**src/rtl/vend_pkg.sv**
```systemverilog
// rtl/vend_pkg.sv - shared types and constants for the vending controller
package vend_pkg;

    typedef enum logic [1:0] {
        COLLECT  = 2'd0,
        DISPENSE = 2'd1,
        CHANGE   = 2'd2
    } vend_state_t;

    localparam int COIN5       = 5;
    localparam int COIN10      = 10;
    localparam int CHANGE_UNIT = 5;

    // Width of the shared hold/gap timer; covers any sensible dispense or gap length.
    localparam int TIMER_W = 8;

endpackage

```
**src/rtl/vend_timer.sv**
```systemverilog
// rtl/vend_timer.sv - loadable down-counter with a done flag
import vend_pkg::*;

module vend_timer #(
    parameter int W = TIMER_W
) (
    input  logic         clk,
    input  logic         reset,
    input  logic         load,
    input  logic [W-1:0] load_val,
    output logic         done
);

    logic [W-1:0] count;

    // Load on request, otherwise count down and park at zero.
    always_ff @(posedge clk or negedge reset) begin
        if (!reset) begin
            count <= '0;
        end else if (load) begin
            count <= load_val;
        end else if (count != '0) begin
            count <= count - 1'b1;
        end
    end

    assign done = (count == '0);

endmodule

```
**src/rtl/vend_controller.sv**
```systemverilog
// rtl/vend_controller.sv - credit keeping, product dispense and change return sequencer
import vend_pkg::*;

module vend_controller #(
    parameter int PRICE_A         = 15,
    parameter int PRICE_B         = 20,
    parameter int MAX_CREDIT      = 40,
    parameter int CREDIT_W        = 6,
    parameter int DISPENSE_CYCLES = 4,
    parameter int CHANGE_GAP      = 2
) (
    input  logic                clk,
    input  logic                reset,
    input  logic                coin5_p,
    input  logic                coin10_p,
    input  logic                sel_a_p,
    input  logic                sel_b_p,
    input  logic                cancel_p,
    output logic [CREDIT_W-1:0] credit,
    output logic                dispense_a,
    output logic                dispense_b,
    output logic                change_5,
    output logic                coin_reject,
    output logic                deny,
    output logic                busy
);

    localparam logic [CREDIT_W-1:0] P_A   = CREDIT_W'(PRICE_A);
    localparam logic [CREDIT_W-1:0] P_B   = CREDIT_W'(PRICE_B);
    localparam logic [CREDIT_W:0]   MAXC  = (CREDIT_W + 1)'(MAX_CREDIT);
    localparam logic [CREDIT_W-1:0] C5    = CREDIT_W'(COIN5);
    localparam logic [CREDIT_W-1:0] C10   = CREDIT_W'(COIN10);
    localparam logic [CREDIT_W-1:0] UNIT  = CREDIT_W'(CHANGE_UNIT);
    // Timer is loaded at the edge that starts a hold/gap, so it reaches zero in its last cycle.
    localparam logic [TIMER_W-1:0]  DISP_LD = TIMER_W'(DISPENSE_CYCLES - 1);
    localparam logic [TIMER_W-1:0]  GAP_LD  = TIMER_W'(CHANGE_GAP - 1);

    vend_state_t         state, state_n;
    logic [CREDIT_W-1:0] credit_n;
    logic                prod_b, prod_b_n;
    logic                change_n, reject_n, deny_n;
    logic                tload, tdone;
    logic [TIMER_W-1:0]  tval;
    logic                coin_any;
    logic [CREDIT_W-1:0] coin_sum;
    logic [CREDIT_W:0]   sum_ext;

    assign coin_any = coin5_p | coin10_p;
    assign coin_sum = (coin5_p ? C5 : '0) + (coin10_p ? C10 : '0);
    assign sum_ext  = {1'b0, credit} + {1'b0, coin_sum};

    vend_timer #(.W(TIMER_W)) u_timer (
        .clk      (clk),
        .reset    (reset),
        .load     (tload),
        .load_val (tval),
        .done     (tdone)
    );

    // Next state, next credit and next pulse outputs for the current cycle's events.
    always_comb begin
        state_n  = state;
        credit_n = credit;
        prod_b_n = prod_b;
        change_n = 1'b0;
        reject_n = 1'b0;
        deny_n   = 1'b0;
        tload    = 1'b0;
        tval     = '0;
        case (state)
            COLLECT: begin
                if (cancel_p) begin
                    reject_n = coin_any;
                    if (credit != '0) begin
                        state_n  = CHANGE;
                        change_n = 1'b1;
                        tload    = 1'b1;
                        tval     = GAP_LD;
                    end
                end else if (sel_a_p) begin
                    reject_n = coin_any;
                    if (credit >= P_A) begin
                        credit_n = credit - P_A;
                        state_n  = DISPENSE;
                        prod_b_n = 1'b0;
                        tload    = 1'b1;
                        tval     = DISP_LD;
                    end else begin
                        deny_n = 1'b1;
                    end
                end else if (sel_b_p) begin
                    reject_n = coin_any;
                    if (credit >= P_B) begin
                        credit_n = credit - P_B;
                        state_n  = DISPENSE;
                        prod_b_n = 1'b1;
                        tload    = 1'b1;
                        tval     = DISP_LD;
                    end else begin
                        deny_n = 1'b1;
                    end
                end else if (coin_any) begin
                    if (sum_ext <= MAXC) begin
                        credit_n = credit + coin_sum;
                    end else begin
                        reject_n = 1'b1;
                    end
                end
            end
            DISPENSE: begin
                reject_n = coin_any;
                if (tdone) begin
                    if (credit != '0) begin
                        state_n  = CHANGE;
                        change_n = 1'b1;
                        tload    = 1'b1;
                        tval     = GAP_LD;
                    end else begin
                        state_n = COLLECT;
                    end
                end
            end
            CHANGE: begin
                reject_n = coin_any;
                if (change_5) begin
                    credit_n = credit - UNIT;
                end
                if (change_5 && credit == UNIT) begin
                    state_n = COLLECT;
                end else if (tdone) begin
                    change_n = 1'b1;
                    tload    = 1'b1;
                    tval     = GAP_LD;
                end
            end
            default: begin
                state_n = COLLECT;
            end
        endcase
    end

    // State, credit and every output are registered here.
    always_ff @(posedge clk or negedge reset) begin
        if (!reset) begin
            state       <= COLLECT;
            credit      <= '0;
            prod_b      <= 1'b0;
            dispense_a  <= 1'b0;
            dispense_b  <= 1'b0;
            change_5    <= 1'b0;
            coin_reject <= 1'b0;
            deny        <= 1'b0;
            busy        <= 1'b0;
        end else begin
            state       <= state_n;
            credit      <= credit_n;
            prod_b      <= prod_b_n;
            dispense_a  <= (state_n == DISPENSE) && !prod_b_n;
            dispense_b  <= (state_n == DISPENSE) && prod_b_n;
            change_5    <= change_n;
            coin_reject <= reject_n;
            deny        <= deny_n;
            busy        <= (state_n != COLLECT);
        end
    end

endmodule

```
**config.mk**
```make
export PLATFORM = sky130hd
export DESIGN_NAME = vend_controller
export DESIGN_NICKNAME = d
export VERILOG_FILES = /design/src/rtl/vend_pkg.sv /design/src/rtl/vend_timer.sv /design/src/rtl/vend_controller.sv
export SDC_FILE = /design/constraint.sdc
export NUM_CORES = 1
export LEC_CHECK = 0
export BUFFER_PORTS_ARGS = -buffer_cell sky130_fd_sc_hd__buf_2
export CAP_MARGIN = 20
export CORE_MARGIN = 3
export CORE_UTILIZATION = 46
export CTS_CLUSTER_SIZE = 16
export DETAILED_ROUTE_END_ITERATION = 7
export SLEW_MARGIN = 10
export SYNTH_ARGS = -nofsm -noshare
export SYNTH_HDL_FRONTEND = slang
export SYNTH_SLANG_ARGS = --single-unit
```
**constraint.sdc**
```tcl
create_clock -name clk -period 4.6 [get_ports clk]
set_clock_uncertainty 0.05 [all_clocks]
set_input_delay 0.46 -clock clk [delete_from_list [all_inputs] [get_ports clk]]
set_output_delay 0.46 -clock clk [all_outputs]
set_load 0.05 [all_outputs]
```
Word-level counts from Yosys, hierarchy flattened
Index checks and enable logic that the tools add are counted.

Logic and storage cells: 107. Input port bits: 7. Output and inout bits: 12. Register bits after elaboration: 23.

Muxes and demuxes: 63. Bitwise logic cells: 1. Reductions and logical operators: 13. Eq/ne operators: 10. Add/subtract/negate cells: 7. Magnitude comparators: 3.

Operators by type and width (number): 6-bit two-way mux (8); 8-bit two-way mux (5); 1-bit two-way mux (30); 2-bit two-way mux (12); 8-bit case mux with 3 select lines (1); 4-bit inequality test, second input constant (3); 6-bit case mux with 2 select lines (1); 8-bit zero test (1); 8-bit nonzero test (1); 8-bit by 1-bit subtractor with 8-bit output, second input constant (1); 6-bit by 5-bit adder with 7-bit output (1); 7-bit by 6-bit less-or-equal comparator with 1-bit output, second input constant (1); 7-bit AND reduction (1); 6-bit by 5-bit adder with 6-bit output (1); 6-bit by 3-bit equality test with 1-bit output, second input constant (1); 6-bit by 4-bit greater-or-equal comparator with 1-bit output, second input constant (1); 6-bit by 5-bit greater-or-equal comparator with 1-bit output, second input constant (1); 1-bit case mux with 3 select lines (2); 2-bit case mux with 3 select lines (1); 2-bit nonzero test (3); 6-bit nonzero test (1); 6-bit by 3-bit subtractor with 6-bit output, second input constant (1); 6-bit by 4-bit subtractor with 6-bit output, second input constant (1); 6-bit by 5-bit subtractor with 6-bit output, second input constant (1); other kinds (13) (17).

Depth between registers and ports, before layout
Depth after elaboration: 10. Gate-level depth with buffers: 10. Gate-level depth less buffers: 10.

Cells and area by module
A second synthesis with hierarchy kept.

Cell total of the unflattened synthesis: 222. Area total of the unflattened synthesis: 1893.1 um2.

By module, submodules not included: vend_controller (area each 1405.1 um2, sequential area each 375.4 um2, cells an instance 168, times used 1); vend_timer (area each 488.0 um2, sequential area each 200.2 um2, cells an instance 54, times used 1).

Worst setup path after synthesis
OpenSTA, ideal clock, no wires.

Path type: register -> register. From: register credit[0]. To: register credit[1]. Cell stages (with the launch flop): 11. Arrival: 2.835 ns. Data required time: 4.425 ns. Setup time: 0.125 ns. Period minus slack after synthesis: 3.011 ns. Path buffers: 0. Path slack: 1.589 ns. Cells stage by stage: dfrtp_1 ha_1 inv_1 fa_1 nand2b_1 a21oi_1 mux2i_1 a221oi_2 o22ai_4 nand2_2 mux2_4.

Longest elaborated chain between the ends: 7. Elaborated cells on any way between the ends: 21. Those cells by class: add/sub: 5; order compare: 3; eq/ne: 3; mux: 9; reduce/logical: 1.

Ends and longest elaborated chain: start, declared (RTL line vend_controller.sv:19) `output logic [CREDIT_W-1:0] credit,`; start signal, assigned (RTL line vend_controller.sv:156) `credit <= credit_n;`; branches (longest 7 deep; another with 6-bit by 5-bit adder with 7-bit output).

Parallel ways; which one is timed is not known. The select of a mux whose other input is x is not followed. A chain may end at the register's enable or synchronous reset.

Worst setup path in the final report
From: register credit[0]. To: register credit[0].

The elaborated chain is that of the path after synthesis.

==> run summary <==
Data required, critical path: 4.70 ns
Starting Density: 0.488
Proportion of synthesized chip area in sequential cells: 0.318
Sw Ratio: 0.531
Reg power frac: 0.250
Cell type with the largest total area after synthesis: sky130_fd_sc_hd__dfrtp_1
Fin Setup TNS: 0 ns
Number of global-route vias before repair: 1538
Count of different cell masters after synthesis: 56
Internal power summed over all cells: 752 uW
Final Hold Slack: 0.125 ns
Leading cell types by count after synthesis: 23 x sky130_fd_sc_hd__dfrtp_1, 19 x sky130_fd_sc_hd__inv_1, 18 x sky130_fd_sc_hd__ha_1, 18 x sky130_fd_sc_hd__nor2_1, 15 x sky130_fd_sc_hd__nand2_1
Largest voltage drop on the vdd net: 0.000347 V
Kind of launch point of the worst setup path: flop
Share of the synthesized area in the top cell type: 0.318
Average size of a mapped cell: 8.75 um^2
HPWL after detailed placement: 3160 um
Number of buffers created by CTS: 3
Kind of critical path: reg2reg
Result of the run: completed
Most frequent cell after synthesis: sky130_fd_sc_hd__dfrtp_1
Final cell utilization of the core: 0.533
Ratio of cells with drive above 1 in the final layout: 0.130
Floorplan die width: 68.8 um
Pin count of the biggest net entering global routing: 24
Synthesis warning total: 0
I/O pins: 19
Final setup vio count: 0
Relative max-transition margin: 0.644
Switch Pwr: 852 uW
Area growth syn-to-layout: 9.39%
Synth Net Count: 233
Drt total wl: 4140 um
Count of nets after finishing: 250
Syn Std Cell Area: 0.00181 mm^2
Core box area: 0.00372 mm^2
Number of gates resized after CTS: 0
DIE AREA: 0.00473 mm^2
Tightest Pin Transition: 0.533 ns
Kind of end point of the critical path: flop
Cells after Synth: 207
Share of power burned in the clock network: 0.076
Weighted congestion at the end of routability-driven global placement: 0.870
Number of buffers inserted for hold repair after clock tree synthesis: 0
Die height: 68.8 um
Power density cells: 809 mW/mm^2
Leakage Power: 0.930 nW
Clk_lat worst skew: 0.26 ns
Combinational group share of total power: 0.673
Cell row count: 22
Cell types with the largest area share after synthesis: sky130_fd_sc_hd__dfrtp_1 32%, sky130_fd_sc_hd__ha_1 12%, sky130_fd_sc_hd__inv_1 3.9%
RSZ-0062 raised after global routing: no
Number of sinks on the clock net: 23
Number of synthesized flops with an enable pin: 0
DR DRC count: 0
Count of input and output buffers: 18
Final hold violation count: 0
Vias per Instance: 5.83
Post-CTS setup buffer count: 0
Clock-pin slew on the worst setup and hold paths: 0.08 ns
DRT antenna net count: 0
Top fanout value on the critical path: 10
Portion of the clock cycle consumed by the worst path in the final layout: 0.641
First-pass GRT wire length: 6820 um
Number of antenna violations at the first check in global routing: 0
Maximum achievable frequency: 0.339 GHz
Count of final max-slew check failures: 0
Number of iterations in the first detailed-routing pass: 4
TritonCTS clock tree: built
Maximum root-to-sink buffer count: 2
Overall overflow remaining after global route: 0
Type of the most critical hold path: in2async
Htree depth: 1
Post-detailed-route wirelength per cell: 15.3 um
Via count of the routed design: 1581
Min Clock Period, post-route: 2.95 ns
Proportion of synthesized flip-flops having asynchronous set or reset: 1.00
All-layer global routing usage: 0.192
Clock root buffer: sky130_fd_sc_hd__clkbuf_8
Antenna diodes: 0
Commonest register cell after synthesis: sky130_fd_sc_hd__dfrtp_1
Register bit count reported by yosys: 23
Number of violations reported at the end of detailed-routing iteration 0: 50
Worst EP arrival: 3.05 ns
Maxcap violations: 0
[registers in the layout (all words and copies together) (netlist names)]
signal	count
deny	1
change_5	1
coin_reject	1
dispense_b	1
credit	6
u_timer.count	8
busy	1
dispense_a	1
prod_b	1
state	2
[layout make-up]
type,instances,area [um^2]
fillers,358,1730
repair buffers,18,90.1
inverters,20,75.1
multi-input cells,158,1140
flip-flops and latches,23,576
clock buffers,4,45.0
well taps,48,60.1
[power groups by stage]
| stage | registers, mW | clock network [mW] | logic, mW |
|---|---|---|---|
| CTS | 0.400 | 0.128 | 1.08 |
| detailed placement | 0.403 | 0 | 1.08 |
| finish | 0.401 | 0.122 | 1.08 |
| global route | 0.418 | 0.136 | 1.20 |
| global placement | 0.402 | 0 | 1.05 |
| floorplan | 0.531 | 0 | 0.720 |
[per-layer routing]
layer | up-vias | GRT usage | routed length [um]
li1 | 774 | - | -
met1 | 764 | 0.234 | 1880
met2 | 35 | 0.328 | 2010
met3 | 8 | 0.0259 | 147
met4 | 0 | 0.0949 | 100
met5 | - | 0 | 0
[kinds of logic (layout without fill, tap and decap cells)]
logic type | count (synthesis) | in the layout | share of synthesized area
compound gates | 56 | 56 | 0.226
xor+xnor | 9 | 9 | 0.0435
fa+ha+maj | 19 | 19 | 0.135
buf+inv | 26 | 42 | 0.0552
flops | 23 | 23 | 0.318
mux | 5 | 5 | 0.0304
simple gates | 69 | 69 | 0.192
[critical path, cell delays in order, from the launching register on]
cell and delay [ns]:
sky130_fd_sc_hd__dfrtp_1 0.50, sky130_fd_sc_hd__ha_1 0.26, sky130_fd_sc_hd__inv_1 0.07, sky130_fd_sc_hd__fa_1 0.39, sky130_fd_sc_hd__nand2b_1 0.16, sky130_fd_sc_hd__a21oi_1 0.26
sky130_fd_sc_hd__mux2i_1 0.26, sky130_fd_sc_hd__a221oi_2 0.12, sky130_fd_sc_hd__o22ai_4 0.37, sky130_fd_sc_hd__o311ai_1 0.18, sky130_fd_sc_hd__a32o_1 0.23
[cells in the final DEF (no fill, tap or decap), types with 2 or more instances in the layout]
master and n:
sky130_fd_sc_hd__a211o_1 3, sky130_fd_sc_hd__a211oi_1 3, sky130_fd_sc_hd__a21o_1 2, sky130_fd_sc_hd__a21oi_1 11
sky130_fd_sc_hd__a32oi_1 3, sky130_fd_sc_hd__and3_1 3, sky130_fd_sc_hd__buf_2 18, sky130_fd_sc_hd__clkbuf_8 3
sky130_fd_sc_hd__dfrtp_1 23, sky130_fd_sc_hd__ha_1 18, sky130_fd_sc_hd__inv_1 19, sky130_fd_sc_hd__mux2i_1 4
sky130_fd_sc_hd__nand2_1 15, sky130_fd_sc_hd__nand2b_1 2, sky130_fd_sc_hd__nand3_1 6, sky130_fd_sc_hd__nand3b_1 2
sky130_fd_sc_hd__nor2_1 18, sky130_fd_sc_hd__nor3_1 8, sky130_fd_sc_hd__nor4_1 2, sky130_fd_sc_hd__o211ai_1 2
sky130_fd_sc_hd__o21a_1 2, sky130_fd_sc_hd__o21ai_0 12, sky130_fd_sc_hd__o21bai_1 2, sky130_fd_sc_hd__or2_0 2
sky130_fd_sc_hd__xnor2_1 6, sky130_fd_sc_hd__xor2_1 3
[final timing paths]
kind                                               from  cells after the start  slack [ns]                      endpoint
max                               credit[0]$_DFFE_PN0P_                     10        1.65         credit[0]$_DFFE_PN0P_
min reg2reg                u_timer.count[7]$_DFFE_PN0P_                      2        0.52  u_timer.count[7]$_DFFE_PN0P_
min in group clk                               cancel_p                      2        0.41                deny$_DFF_PN0_
max reg2reg                       credit[0]$_DFFE_PN0P_                     10        1.65         credit[0]$_DFFE_PN0P_
min                                               reset                      1        0.12            change_5$_DFF_PN0_
max in group asynchronous                         reset                      1        4.02  u_timer.count[2]$_DFFE_PN0P_
[metrics by stage]
stage / instances / cell area, um^2 / total power, mW / setup WS [ns]
detailed placement: 267 / 1940 / 1.48 / 1.64
finish: 271 / 1980 / 1.60 / 1.65
global route: 271 / 1980 / 1.75 / 1.41
floorplan: 207 / 1810 / 1.25 / 1.59
CTS: 271 / 1980 / 1.61 / 1.66
global placement: 267 / 1940 / 1.46 / 1.74
(Power assumes the default switching activity.)
